--- config.mk ---
export PLATFORM = sky130hd
export DESIGN_NAME = vm_proj_reader
export DESIGN_NICKNAME = d
export VERILOG_FILES = /design/src/rtl/vm_proj_reader.sv
export SDC_FILE = /design/constraint.sdc
export NUM_CORES = 1
export LEC_CHECK = 0
export ABC_AREA = 1
export ABC_CLOCK_PERIOD_IN_PS = 3600
export BUFFER_PORTS_ARGS = -buffer_cell sky130_fd_sc_hd__buf_2
export CORE_ASPECT_RATIO = 0.9
export CORE_MARGIN = 1
export CORE_UTILIZATION = 55
export CTS_CLUSTER_DIAMETER = 80
export DETAILED_ROUTE_END_ITERATION = 8
export PLACE_DENSITY = 0.79
export SLEW_MARGIN = 5
export SYNTH_ARGS = -nofsm -noshare
export SYNTH_HDL_FRONTEND = slang
export SYNTH_SLANG_ARGS = --single-unit
--- constraint.sdc ---
create_clock -name clk -period 3.6 [get_ports clk]
set_input_delay 0.36 -clock clk [delete_from_list [all_inputs] [get_ports clk]]
set_output_delay 0.36 -clock clk [all_outputs]
set_load 0.02 [all_outputs]
--- src/rtl/vm_proj_reader.sv ---
// Walks six VM bins in order, issuing credit-limited reads on a shared address
// bus, and returns the tagged read data through a small show-ahead FIFO.
module vm_proj_reader #(
  parameter int RD_LATENCY = 2,
  parameter int FIFO_DEPTH = 4
) (
  input  logic        clk,
  input  logic        reset_n,
  input  logic        start,
  input  logic [8:0]  nent_phi1z1,
  input  logic [8:0]  nent_phi1z2,
  input  logic [8:0]  nent_phi2z1,
  input  logic [8:0]  nent_phi2z2,
  input  logic [8:0]  nent_phi3z1,
  input  logic [8:0]  nent_phi3z2,
  output logic [8:0]  rd_add,
  output logic        rd_en_phi1z1,
  output logic        rd_en_phi1z2,
  output logic        rd_en_phi2z1,
  output logic        rd_en_phi2z2,
  output logic        rd_en_phi3z1,
  output logic        rd_en_phi3z2,
  input  logic [12:0] rd_data_phi1z1,
  input  logic [12:0] rd_data_phi1z2,
  input  logic [12:0] rd_data_phi2z1,
  input  logic [12:0] rd_data_phi2z2,
  input  logic [12:0] rd_data_phi3z1,
  input  logic [12:0] rd_data_phi3z2,
  output logic [12:0] vm_projection_out,
  output logic [2:0]  out_bin,
  output logic        out_valid,
  input  logic        out_ready,
  output logic        busy,
  output logic        done
);
  localparam int NB = 6;
  localparam int CW = $clog2(FIFO_DEPTH + 1);
  localparam int EW = 16;

  typedef enum logic [1:0] {S_IDLE, S_ISSUE, S_DRAIN, S_DONE} state_t;

  state_t                state_q, state_d;
  logic [8:0]            nent_in [NB];
  logic [12:0]           rd_data_in [NB];
  logic [8:0]            cnt_q [NB], cnt_d [NB];
  logic [2:0]            bin_q, bin_d;
  logic [8:0]            addr_q, addr_d;
  logic                  more_q, more_d;
  logic [NB-1:0]         rd_en_q, rd_en_d;
  logic [2:0]            rd_bin_q, rd_bin_d;
  logic [8:0]            rd_add_q, rd_add_d;
  logic [RD_LATENCY-1:0] sr_vld_q, sr_vld_d;
  logic [2:0]            sr_bin_q [RD_LATENCY], sr_bin_d [RD_LATENCY];
  logic [EW-1:0]         fifo_q [FIFO_DEPTH], fifo_d [FIFO_DEPTH];
  logic [CW-1:0]         count_q, count_d;
  logic                  out_valid_q, out_valid_d;

  logic                  capture, pop, credit_ok, issue_ok, eff_more;
  logic [2:0]            cap_bin, eff_bin;
  logic [8:0]            eff_addr;
  logic [8:0]            eff_cnt [NB];
  logic [CW-1:0]         wr_idx;
  int                    inflight_d;

  assign nent_in    = '{nent_phi1z1, nent_phi1z2, nent_phi2z1, nent_phi2z2, nent_phi3z1, nent_phi3z2};
  assign rd_data_in = '{rd_data_phi1z1, rd_data_phi1z2, rd_data_phi2z1,
                        rd_data_phi2z2, rd_data_phi3z1, rd_data_phi3z2};

  // Return path: in-flight tag pipe feeding a shift FIFO whose entry 0 is the head.
  always_comb begin
    capture     = sr_vld_q[RD_LATENCY-1];
    cap_bin     = sr_bin_q[RD_LATENCY-1];
    pop         = out_valid_q & out_ready;
    sr_vld_d[0] = |rd_en_q;
    sr_bin_d[0] = rd_bin_q;
    for (int i = 1; i < RD_LATENCY; i++) begin
      sr_vld_d[i] = sr_vld_q[i-1];
      sr_bin_d[i] = sr_bin_q[i-1];
    end
    inflight_d = 0;
    for (int i = 0; i < RD_LATENCY; i++) begin
      inflight_d = inflight_d + (sr_vld_d[i] ? 1 : 0);
    end
    for (int i = 0; i < FIFO_DEPTH - 1; i++) begin
      fifo_d[i] = pop ? fifo_q[i+1] : fifo_q[i];
    end
    fifo_d[FIFO_DEPTH-1] = pop ? '0 : fifo_q[FIFO_DEPTH-1];
    wr_idx = count_q - CW'(pop);
    for (int i = 0; i < FIFO_DEPTH; i++) begin
      if (capture && (CW'(i) == wr_idx)) fifo_d[i] = {cap_bin, rd_data_in[cap_bin]};
    end
    count_d     = count_q + CW'(capture) - CW'(pop);
    out_valid_d = (count_d != '0);
    // Credit is judged on the occupancy the next (issuing) cycle will start with.
    credit_ok   = (int'(count_d) + inflight_d) < FIFO_DEPTH;
  end

  always_comb begin
    state_d  = state_q;
    cnt_d    = cnt_q;
    bin_d    = bin_q;
    addr_d   = addr_q;
    more_d   = more_q;
    rd_en_d  = '0;
    rd_bin_d = rd_bin_q;
    rd_add_d = rd_add_q;
    eff_cnt  = cnt_q;
    eff_bin  = bin_q;
    eff_addr = addr_q;
    eff_more = more_q;
    issue_ok = 1'b0;

    case (state_q)
      S_IDLE: begin
        if (start) begin
          state_d  = S_ISSUE;
          eff_cnt  = nent_in;
          eff_bin  = '0;
          eff_addr = '0;
          eff_more = 1'b0;
          for (int i = NB - 1; i >= 0; i--) begin
            if (nent_in[i] != '0) begin
              eff_bin  = 3'(i);
              eff_more = 1'b1;
            end
          end
          cnt_d    = nent_in;
          bin_d    = eff_bin;
          addr_d   = '0;
          more_d   = eff_more;
          issue_ok = 1'b1;
        end
      end
      S_ISSUE: begin
        if (!more_q) state_d = S_DRAIN;
        else         issue_ok = 1'b1;
      end
      S_DRAIN: begin
        if (sr_vld_q == '0 && count_q == '0 && !capture) state_d = S_DONE;
      end
      default: state_d = S_IDLE;
    endcase

    // Register the read for the next cycle and advance past empty bins in the same step.
    if (issue_ok && eff_more && credit_ok) begin
      rd_en_d[eff_bin] = 1'b1;
      rd_bin_d         = eff_bin;
      rd_add_d         = eff_addr;
      if (({1'b0, eff_addr} + 10'd1) < {1'b0, eff_cnt[eff_bin]}) begin
        addr_d = eff_addr + 9'd1;
      end else begin
        addr_d = '0;
        more_d = 1'b0;
        for (int i = NB - 1; i >= 0; i--) begin
          if ((3'(i) > eff_bin) && (eff_cnt[i] != '0)) begin
            bin_d  = 3'(i);
            more_d = 1'b1;
          end
        end
      end
    end
  end

  always_ff @(posedge clk or negedge reset_n) begin
    if (!reset_n) begin
      state_q     <= S_IDLE;
      for (int i = 0; i < NB; i++) cnt_q[i] <= '0;
      bin_q       <= '0;
      addr_q      <= '0;
      more_q      <= 1'b0;
      rd_en_q     <= '0;
      rd_bin_q    <= '0;
      rd_add_q    <= '0;
      sr_vld_q    <= '0;
      for (int i = 0; i < RD_LATENCY; i++) sr_bin_q[i] <= '0;
      for (int i = 0; i < FIFO_DEPTH; i++) fifo_q[i] <= '0;
      count_q     <= '0;
      out_valid_q <= 1'b0;
    end else begin
      state_q     <= state_d;
      cnt_q       <= cnt_d;
      bin_q       <= bin_d;
      addr_q      <= addr_d;
      more_q      <= more_d;
      rd_en_q     <= rd_en_d;
      rd_bin_q    <= rd_bin_d;
      rd_add_q    <= rd_add_d;
      sr_vld_q    <= sr_vld_d;
      sr_bin_q    <= sr_bin_d;
      fifo_q      <= fifo_d;
      count_q     <= count_d;
      out_valid_q <= out_valid_d;
    end
  end

  assign rd_add            = rd_add_q;
  assign rd_en_phi1z1      = rd_en_q[0];
  assign rd_en_phi1z2      = rd_en_q[1];
  assign rd_en_phi2z1      = rd_en_q[2];
  assign rd_en_phi2z2      = rd_en_q[3];
  assign rd_en_phi3z1      = rd_en_q[4];
  assign rd_en_phi3z2      = rd_en_q[5];
  assign vm_projection_out = fifo_q[0][12:0];
  assign out_bin           = fifo_q[0][15:13];
  assign out_valid         = out_valid_q;
  assign busy              = (state_q == S_ISSUE) || (state_q == S_DRAIN);
  assign done              = (state_q == S_DONE);
endmodule

# Word-level counts from Yosys, hierarchy flattened
# Cells that the tools add are included.
[totals]
word_cells = 157
in_bits = 136
output_inout_bits = 34
register_bits = 163
[op_classes]
add_sub_neg = 7
mux = 64
n_lt_le_gt_ge = 12
n_bitwise = 3
eq_ne = 9
n_reduce_logical = 40
[op_table]
columns = ["cell", "count"]
rows = [
  ["2-to-1 mux 16 bit", 8],
  ["2-to-1 mux 54 bit", 2],
  ["nonzero test 9 bit", 12],
  ["2-to-1 mux 9 bit", 6],
  ["2-to-1 mux 3 bit", 16],
  ["binary-select mux 13 bit (select 3 bit)", 1],
  ["binary-select mux 9 bit (select 3 bit)", 1],
  ["2-to-1 mux 13 bit", 2],
  ["2-to-1 mux 1 bit", 21],
  ["logical AND 1 bit", 15],
  ["adder 9 x 1 -> 10 bit, second input constant", 1],
  ["< comparator 10 x 9 -> 1 bit", 1],
  ["adder 9 x 1 -> 9 bit, second input constant", 1],
  [">= comparator 4 bit, second input constant", 2],
  ["NOT 3 -> 4 bit", 2],
  ["nonzero test 2 bit", 4],
  ["== test 2 x 3 -> 1 bit, first input constant", 2],
  ["greater-than comparator 1 x 3 -> 1 bit, first input constant", 2],
  ["greater-than comparator 2 x 3 -> 1 bit, first input constant", 2],
  ["greater-than comparator 3 bit, first input constant", 2],
  ["logical NOT 3 bit", 2],
  ["2-to-1 mux 2 bit", 3],
  ["2-to-1 mux 6 bit", 1],
  ["!= test 2 bit, second input constant", 3],
  ["20 further kinds", 23],
]

# Depth between registers and ports, before layout
# Gate-level depths: netlist of the first run.
[logic_depth]
ltp_word = 19
depth_mapped = 24
ltp_nobuf = 24

# Least setup slack after synthesis of the first run
# OpenSTA, ideal clock, no wires.
[synth_path]
path_type = "flip-flop to flip-flop"
start = "register state_q[0]"
end = "register addr_q[4]"
period_less_slack_ns = 3.210
stages_incl_launch_ff = 21
slack_ns = 0.390
setup_ns = 0.066
required_time_ns = 3.534
arrival_ns = 3.144
path_buffers = 2
path_cell_list = "dfrtp_1 inv_1 ha_1 nand2_4 inv_2 clkbuf_1 clkbuf_1 nor2_1 ha_1 nand3_1 nor2_1 nand4_1 xor2_1 ha_1 a21oi_1 nand3_1 nor2_1 nand2_4 nor2_8 nand2_1 nand2_1"
[synth_via]
word_cells_on_any_way = 18
classes_between = "add/sub (2); order compare (1); eq/ne (1); mux (10); bitwise (1); reduce/logical (3)"
[synth_rtl]
columns = ["element", "line_no", "rtl"]
rows = [
  ["start, declared", "42", "state_t state_q, state_d;"],
  ["start signal, assigned", "180", "state_q <= state_d;"],
  ["logical NOT 2 bit *", "113", "case (state_q)"],
  ["2-to-1 mux 9 bit *", "n/a", ""],
  ["via eff_addr[1]", "60", "logic [8:0] eff_addr;"],
  ["adder 9 x 1 -> 10 bit", "149", "if (({1'b0, eff_addr} + 10'd1) < {1'b0, eff_cnt[eff_bin]}) begin"],
  ["< comparator 10 x 9 -> 1 bit", "149", ""],
  ["2-to-1 mux 9 bit *", "149", ""],
  ["2-to-1 mux 9 bit *", "145", "if (issue_ok && eff_more && credit_ok) begin"],
  ["via addr_d[4]", "47", "logic [8:0] addr_q, addr_d;"],
  ["end signal, assigned", "183", "addr_q <= addr_d;"],
  ["end, declared", "47", ""],
]
# Mark *: on every way through the listed nets, which the timed path passes. The rest lies on a longest branch. The select of a mux whose other input is x is not followed.
# A chain may end at the register's enable or synchronous reset.

# Worst setup path after layout of the first run
[layout_path]
start = "register state_q[0]"
end = "register bin_q[1]"
[layout_via]
elab_chain_len = 12
word_cells_on_any_way = 41
classes_between = "add/sub (1); order compare (7); eq/ne (1); mux (16); bitwise (1); reduce/logical (15)"
[layout_lines]
columns = ["element", "line_no", "rtl"]
rows = [
  ["parallel branches: the longest is 11 deep, another holds adder 9 x 1 -> 10 bit", "n/a", ""],
  ["2-to-1 mux 3 bit *", "145", ""],
  ["via bin_d[1]", "46", "logic [2:0] bin_q, bin_d;"],
  ["end signal, assigned", "182", "bin_q <= bin_d;"],
  ["end, declared", "46", ""],
]
# Mark *: on every way through the listed nets, which the timed path passes. The select of a mux whose other input is x is not followed.

==> results.yml, run 1 <==
grt:
  antenna_found_initial: 0
  first_global_vias: 7608
  grt_pass1_wl_um: 38950
  gr-total-overflow: 0
  track_usage: 0.3101
  grt_max_degree: 95
synthesis:
  ys.flop_type: "dfrtp_1"
  syn_inst: 1101
  syn_area_um2: 8783
  syn_area_per_cell_um2: 7.978
  async_flop_share: 1.000
  synth_edf_count: 0
  netlist-cell-type-count: 50
  ys_ff_latch: 163
  yosysWarnings: 0
  ys_seq_area_frac: 0.4644
  syn_nets: 1257
cells_and_area:
  final_nets: 1416
  drive_gt1_frac: 0.2335
  instances_no_fill: 1474
  final_cell_area_um2: 10560
  area_growth_pct: 20.23
  n_antenna_cell: 0
sta:
  finalHoldViolCount: 0
  finalWorstSetupSlack_ns: 0.1984
  max_slew_margin: 0.5094
  timing.final.setup_violations: 0
  min_period_over_period: 0.9449
  clock_skew_ns: 0.008952
  finalSetupTns_ns: 0
  worstMarginPinSlew_ns: 0.7291
  fmax_mhz: 294.0
  holdWs_ns: 0.2172
  fin_crit_ns: 3.402
  final_max_slew_viol_count: 0
cts:
  cts_tree: "done"
  cts_made_buffers: 17
  cts_root_buffer: "clkbuf_16"
  clkLatencyLatePin_ns: 0.42
  cts_max_path_buffers: 2
  cts.htree.levels: 4
  path_clk_slew_ns: 0.07
  cts.sinks: 163
pwr:
  leakagePower_nw: 5.353
  p_per_area_nw_per_um2: 709.3
  peakVddDrop_uv: 462.8
floorplan:
  dieWidth_um: 135.2
  start_util: 0.5669
  ios: 170
  num_rows: 43
  die_h_um: 121.9
  die_area_um2: 16480
  core_um2: 15490
drt:
  drc_errors: 0
  drtIter0Drc: 726
  post_drt_wl_per_cell_um: 16.80
  vias: 8234
  drtPass1Iterations: 5
  vias_per_cell: 5.586
  antenna_left: 0
  totalWireLength_um: 24760
place:
  place_inst: 1434
  postPlaceCellArea_um2: 9796
  gp_congestion: 1.040
  io_buffer_count: 169
  hpwl_um: 17820
  pre_cts_slack_ns: -0.02401
run:
  maxCapViolCount: 0
worst_setup_path:
  end_kind: "register"
  worstPathMaxFanout: 14
  reg2reg_from: "state_q[0]"
  path_class: "reg -> reg"
  worstPathArrival_ns: 3.71
  cp-start-kind: "register"
  crit_end: "bin_q[1]"
  startpoint: "state_q[0]"
  r2r_cells: 23
  r2r-end: "bin_q[1]"
  cp.required_ns: 3.91
  r2r_slack_ns: 0.20
worst_hold_path:
  min_from: "nent_phi3z2[3]"
  min_path_cells: 3
  hp-class: "in -> reg"
run_status:
  status: "complete, no violations"
per-stage QoR:
step,power [mW],utilization
after CTS,7.429,0.6747
after floorplan,4.548,-
final,7.490,0.6815
after global routing,7.953,0.6815
after detailed placement,5.403,0.6322
after global placement,5.343,0.6322
cells in the mapped netlist (4+ instances only):
master    count  area [µm²]
buf_4        16       120.1
nand2_1     228       855.8
xor2_1        6       52.55
inv_1       114       427.9
ha_1         19       237.7
nand2_4       5       56.30
nand3_1      52       260.3
a221oi_1      5       43.79
o21a_1       11       82.58
nor2_2        4       25.02
or2_1         6       37.54
nor3_1        5       25.02
dfrtp_1     163        4079
or2_2        30       187.7
nand3b_1      4       30.03
nor2_1       96       360.4
o211ai_1     20       150.1
o22ai_1      26       162.7
nor4_1        5       31.28
clkbuf_1     43       161.4
a21oi_1      31       155.2
nand4_1      11       68.82
o21ai_0     154       770.7
inv_2         4       15.01
what timing repair did:
| action | in CTS | in global routing |
|---|---|---|
| endpoints found under the hold margin | 32 | 0 |
| buffers inserted | 0 | 8 |
| hold buffers | 1 | 0 |
| gates resized for setup | 2 | 10 |
| pin swaps | 0 | 4 |
| endpoints found under the setup margin | 10 | 13 |
final cells by class:
| type | instances | area (µm²) |
|---|---|---|
| clock buffer | 20 | 446.7 |
| clock inverter | 11 | 197.7 |
| fill | 1275 | 4935 |
| inverter | 120 | 454.2 |
| multi-input combinational | 752 | 3973 |
| sequential | 163 | 4079 |
| tap | 202 | 252.7 |
| timing repair buffer | 206 | 1157 |
sequential cells by signal (all words and copies together) (netlist names):
register / count
bin_q: 3
out_valid: 1
addr_q: 9
rd_add: 9
fifo_q: 48
cnt_q: 54
out_bin: 3
count_q: 3
vm_projection_out: 13
cap_bin: 3
rd_en_q: 6
state_q: 2
sr_bin_d: 3
sr_vld_q: 2
more_q: 1
rd_bin_q: 3
metal layers:
layer,up-vias,track usage,routed length [µm]
met5,-,0,0
met4,0,0.07654,303
met3,20,0.05993,1909
met2,351,0.4933,11430
met1,3925,0.4377,11110
li1,3938,-,-
worst max-delay path, stage by stage, from the launching register on:
cell,delay (ns)
dfrtp_1,0.42
inv_2,0.12
ha_4,0.18
nand2_8,0.10
nor2_2,0.13
nand2_2,0.09
nor2_4,0.14
nand3_2,0.11
nand2_4,0.13
clkinvlp_4,0.15
nor2_4,0.12
inv_1,0.10
a21oi_1,0.11
o21ai_0,0.10
o221ai_1,0.11
a21oi_1,0.09
ha_1,0.31
nand4_1,0.14
nor2_1,0.16
nand2_2,0.09
nand2_4,0.12
nand2_1,0.10
nand2_1,0.09
nand2_1,0.06
layout by cell type (no fill, tap or decap), types with 4 or more instances in the layout:
master,synthesis,layout
a21oi_1,31,30
a221oi_1,5,5
buf_2,3,168
buf_4,16,34
bufinv_16,0,5
clkbuf_16,0,17
dfrtp_1,163,163
ha_1,19,18
inv_1,114,111
inv_2,4,6
nand2_1,228,227
nand3_1,52,52
nand3b_1,4,4
nand4_1,11,11
nor2_1,96,94
nor2_2,4,5
nor3_1,5,5
nor4_1,5,5
o211ai_1,20,20
o21a_1,11,11
o21ai_0,154,154
o22ai_1,26,26
or2_1,6,6
or2_2,30,30
xor2_1,6,6
power breakdown:
part	switching, mW	internal (mW)	leakage (nW)	total, mW
Combinational	1.91	0.989	2.95	2.89
Clock	0.738	1.25	0.311	1.99
Sequential	0.203	2.40	2.09	2.60
how the worst min path moves through the flow:
stage	end	slack (ns)
2_1_floorplan	addr_q[0]	0.06
3_3_place_gp	cnt_q[47]	0.26
3_5_place_dp	cnt_q[46]	0.26
4_1_cts	cnt_q[43]	0.20
5_1_grt	cnt_q[48]	0.22
6_report	cnt_q[3]	0.22
cell families (layout without fill, tap and decap cells):
| group | Yosys count | after routing | synth area share |
|---|---|---|---|
| simple gates | 456 | 456 | 0.2322 |
| compound gates | 265 | 265 | 0.1741 |
| buf+inv | 186 | 357 | 0.08860 |
| flops | 163 | 163 | 0.4644 |
| fa+ha+maj | 20 | 20 | 0.02935 |
| xor+xnor | 8 | 8 | 0.007978 |
| mux | 3 | 3 | 0.003419 |
(Power assumes the default switching activity.)
==> run 2: changes to the inputs <==
--- a/config.mk
+++ b/config.mk
@@ -8,9 +8,11 @@
 export ABC_AREA = 1
 export ABC_CLOCK_PERIOD_IN_PS = 3600
 export BUFFER_PORTS_ARGS = -buffer_cell sky130_fd_sc_hd__buf_2
+export CAP_MARGIN = 10
 export CORE_ASPECT_RATIO = 0.9
 export CORE_MARGIN = 1
 export CORE_UTILIZATION = 55
+export CTS_BUF_LIST = sky130_fd_sc_hd__clkbuf_16
 export CTS_CLUSTER_DIAMETER = 80
 export DETAILED_ROUTE_END_ITERATION = 8
 export PLACE_DENSITY = 0.79
==> run 2 against run 1 <==
Net effect:
- cell count decreased by 0.14%
- worst setup slack got worse by 0.020 ns
- register-to-register slack got worse by 0.02 ns
- clock skew increased by 0.0010 ns
- via count decreased by 0.60%
- clock-buffer cell count decreased by 3
- global-route usage about the same
- worst hold slack about the same
- flip-flop and latch count unchanged
- sequential power about the same
- first-iteration DRC count increased by 3.0%
- largest cell class unchanged
==> results.yml, run 2 (synthesized netlist as in run 1, its figures left out) <==
run_status:
  status: "complete, no violations"
worst_setup_path:
  end_kind: "register"
  worstPathArrival_ns: 3.74
  critical_path.cell_chain: "inv_2 -> ha_4 -> nand2_8 -> nor2_2 -> nand2_1 -> nor2_4 -> nand3_2 -> nand2_4 -> clkinvlp_4 -> nor2_4 -> inv_1 -> a21oi_1 -> o21ai_0 -> o221ai_1 -> a21oi_1 -> ha_1 -> nand4_1 -> nor2_1 -> nand2_2 -> nand2_4 -> nand2_1 -> nand2_1 -> nand2_1"
  crit_path_max_incr_delay_ns: 0.42
  worstPathMaxFanout: 14
  cp.required_ns: 3.91
  cp-start-kind: "register"
  crit_slowest_cell: "dfrtp_1"
  path_delay_family: "simple AND/OR/NAND/NOR gates"
  path_class: "reg -> reg"
  worst_path_most_repeated_cell: "nand2_1"
  worst-path-buf-inv: 3
floorplan:
  die_h_um: 121.9
  die_area_um2: 16480
  start_util: 0.5669
  dieWidth_um: 135.2
  ios: 170
  num_rows: 43
  core_um2: 15490
grt:
  first_global_vias: 7622
  track_usage: 0.3098
  antenna_found_initial: 0
  grt_max_degree: 95
  gr-total-overflow: 0
  grt_pass1_wl_um: 38950
sta:
  clock_skew_ns: 0.009969
  max_slew_margin: 0.5208
  fin_crit_ns: 3.422
  timing.final.setup_violations: 0
  final_max_slew_viol_count: 0
  min_period_over_period: 0.9505
  finalHoldViolCount: 0
  fmax_mhz: 292.2
  finalWorstSetupSlack_ns: 0.1781
  finalSetupTns_ns: 0
  worstMarginPinSlew_ns: 0.7122
cells_and_area:
  drive_gt1_frac: 0.2307
  max_flop_register: "cnt_q"
  final_nets: 1414
  area_growth_pct: 19.91
  largest_reg_flops: 54
  layout_commonest_cell: "nand2_1"
  fin_util: 0.6797
  n_antenna_cell: 0
  layout_common_cells: "228 x nand2_1, 168 x buf_2, 163 x dfrtp_1, 154 x o21ai_0, 113 x inv_1"
pwr:
  leakagePower_nw: 5.345
  p_per_area_nw_per_um2: 708.3
  peakVddDrop_uv: 439.2
cts:
  cts_root_buffer: "clkbuf_16"
  clkLatencyLatePin_ns: 0.43
  cts_max_path_buffers: 2
  cts.sinks: 163
  cts_tree: "done"
  cts.htree.levels: 4
  cts_made_buffers: 17
  path_clk_slew_ns: 0.07
drt:
  drc_errors: 0
  drtIter0Drc: 748
  vias: 8185
  antenna_left: 0
  drtPass1Iterations: 5
  vias_per_cell: 5.560
  totalWireLength_um: 24760
  post_drt_wl_per_cell_um: 16.82
place:
  pre_cts_slack_ns: -0.02401
  gp_congestion: 1.040
  io_buffer_count: 169
  hpwl_um: 17820
worst_hold_path:
  hp-class: "in -> reg"
run:
  maxCapViolCount: 0
==> run 2: final timing paths <==
kind | cells past startpoint | from | to | slack [ns]
max in group asynchronous | 3 | reset_n | addr_q[6] | 2.35
min in group asynchronous | 2 | reset_n | cnt_q[40] | 0.39
max | 23 | state_q[0] | bin_q[1] | 0.18
min reg2reg | 0 | sr_bin_d[2] | cap_bin[2] | 0.35
min | 3 | nent_phi1z1[0] | cnt_q[45] | 0.22
max reg2reg | 23 | state_q[0] | bin_q[1] | 0.18
==> run 2: worst reg2reg max path, cell delays in order, from the launching register on <==
cell and delay, ns:
dfrtp_1 0.42, inv_2 0.12, ha_4 0.18, nand2_8 0.11, nor2_2 0.12, nand2_1 0.12, nor2_4 0.15, nand3_2 0.11
nand2_4 0.13, clkinvlp_4 0.15, nor2_4 0.12, inv_1 0.10, a21oi_1 0.11, o21ai_0 0.11, o221ai_1 0.11, a21oi_1 0.09
ha_1 0.31, nand4_1 0.14, nor2_1 0.16, nand2_2 0.09, nand2_4 0.12, nand2_1 0.10, nand2_1 0.09, nand2_1 0.06
==> run 2: where the power goes <==
part	internal, mW	switching (mW)
Sequential	2.40	0.204
Clock	1.23	0.740
Combinational	0.984	1.91
Total	4.61	2.85
==> run 2: final cells by class <==
cell class,instances,area [µm²]
fillers,1284,4962
flip-flops and latches,163,4079
multi-input cells,752,3970
repair buffers,204,1142
inverters,120,454.2
clock buffers,17,425.4
well taps,202,252.7
clock inverters,14,209.0
==> run 2: metrics by stage <==
stage	instances	power [mW]	hold slack [ns]	area, µm²
floorplan	1101	4.548	0.06441	8783
global placement	1434	5.343	0.2630	9796
detailed placement	1434	5.403	0.2635	9796
CTS	1466	7.401	0.2018	10450
global route	1472	7.916	0.2186	10530
finish	1472	7.460	0.2173	10530
==> run 2: what timing repair did <==
| item | CTS | global route |
|---|---|---|
| pin swaps | 0 | 3 |
| hold buffers | 1 | 0 |
| setup endpoints to repair | 9 | 13 |
| gates resized for setup | 2 | 9 |
| hold endpoints to repair | 32 | 0 |
| setup buffers | 0 | 6 |
==> run 2: routing by layer <==
metal | vias to the layer above | global-route usage | wire, µm
met2 | 342 | 0.4907 | 11410
met1 | 3884 | 0.4389 | 11130
li1 | 3934 | - | -
met3 | 25 | 0.05993 | 1913
met5 | - | 0 | 0
met4 | 0 | 0.07725 | 316
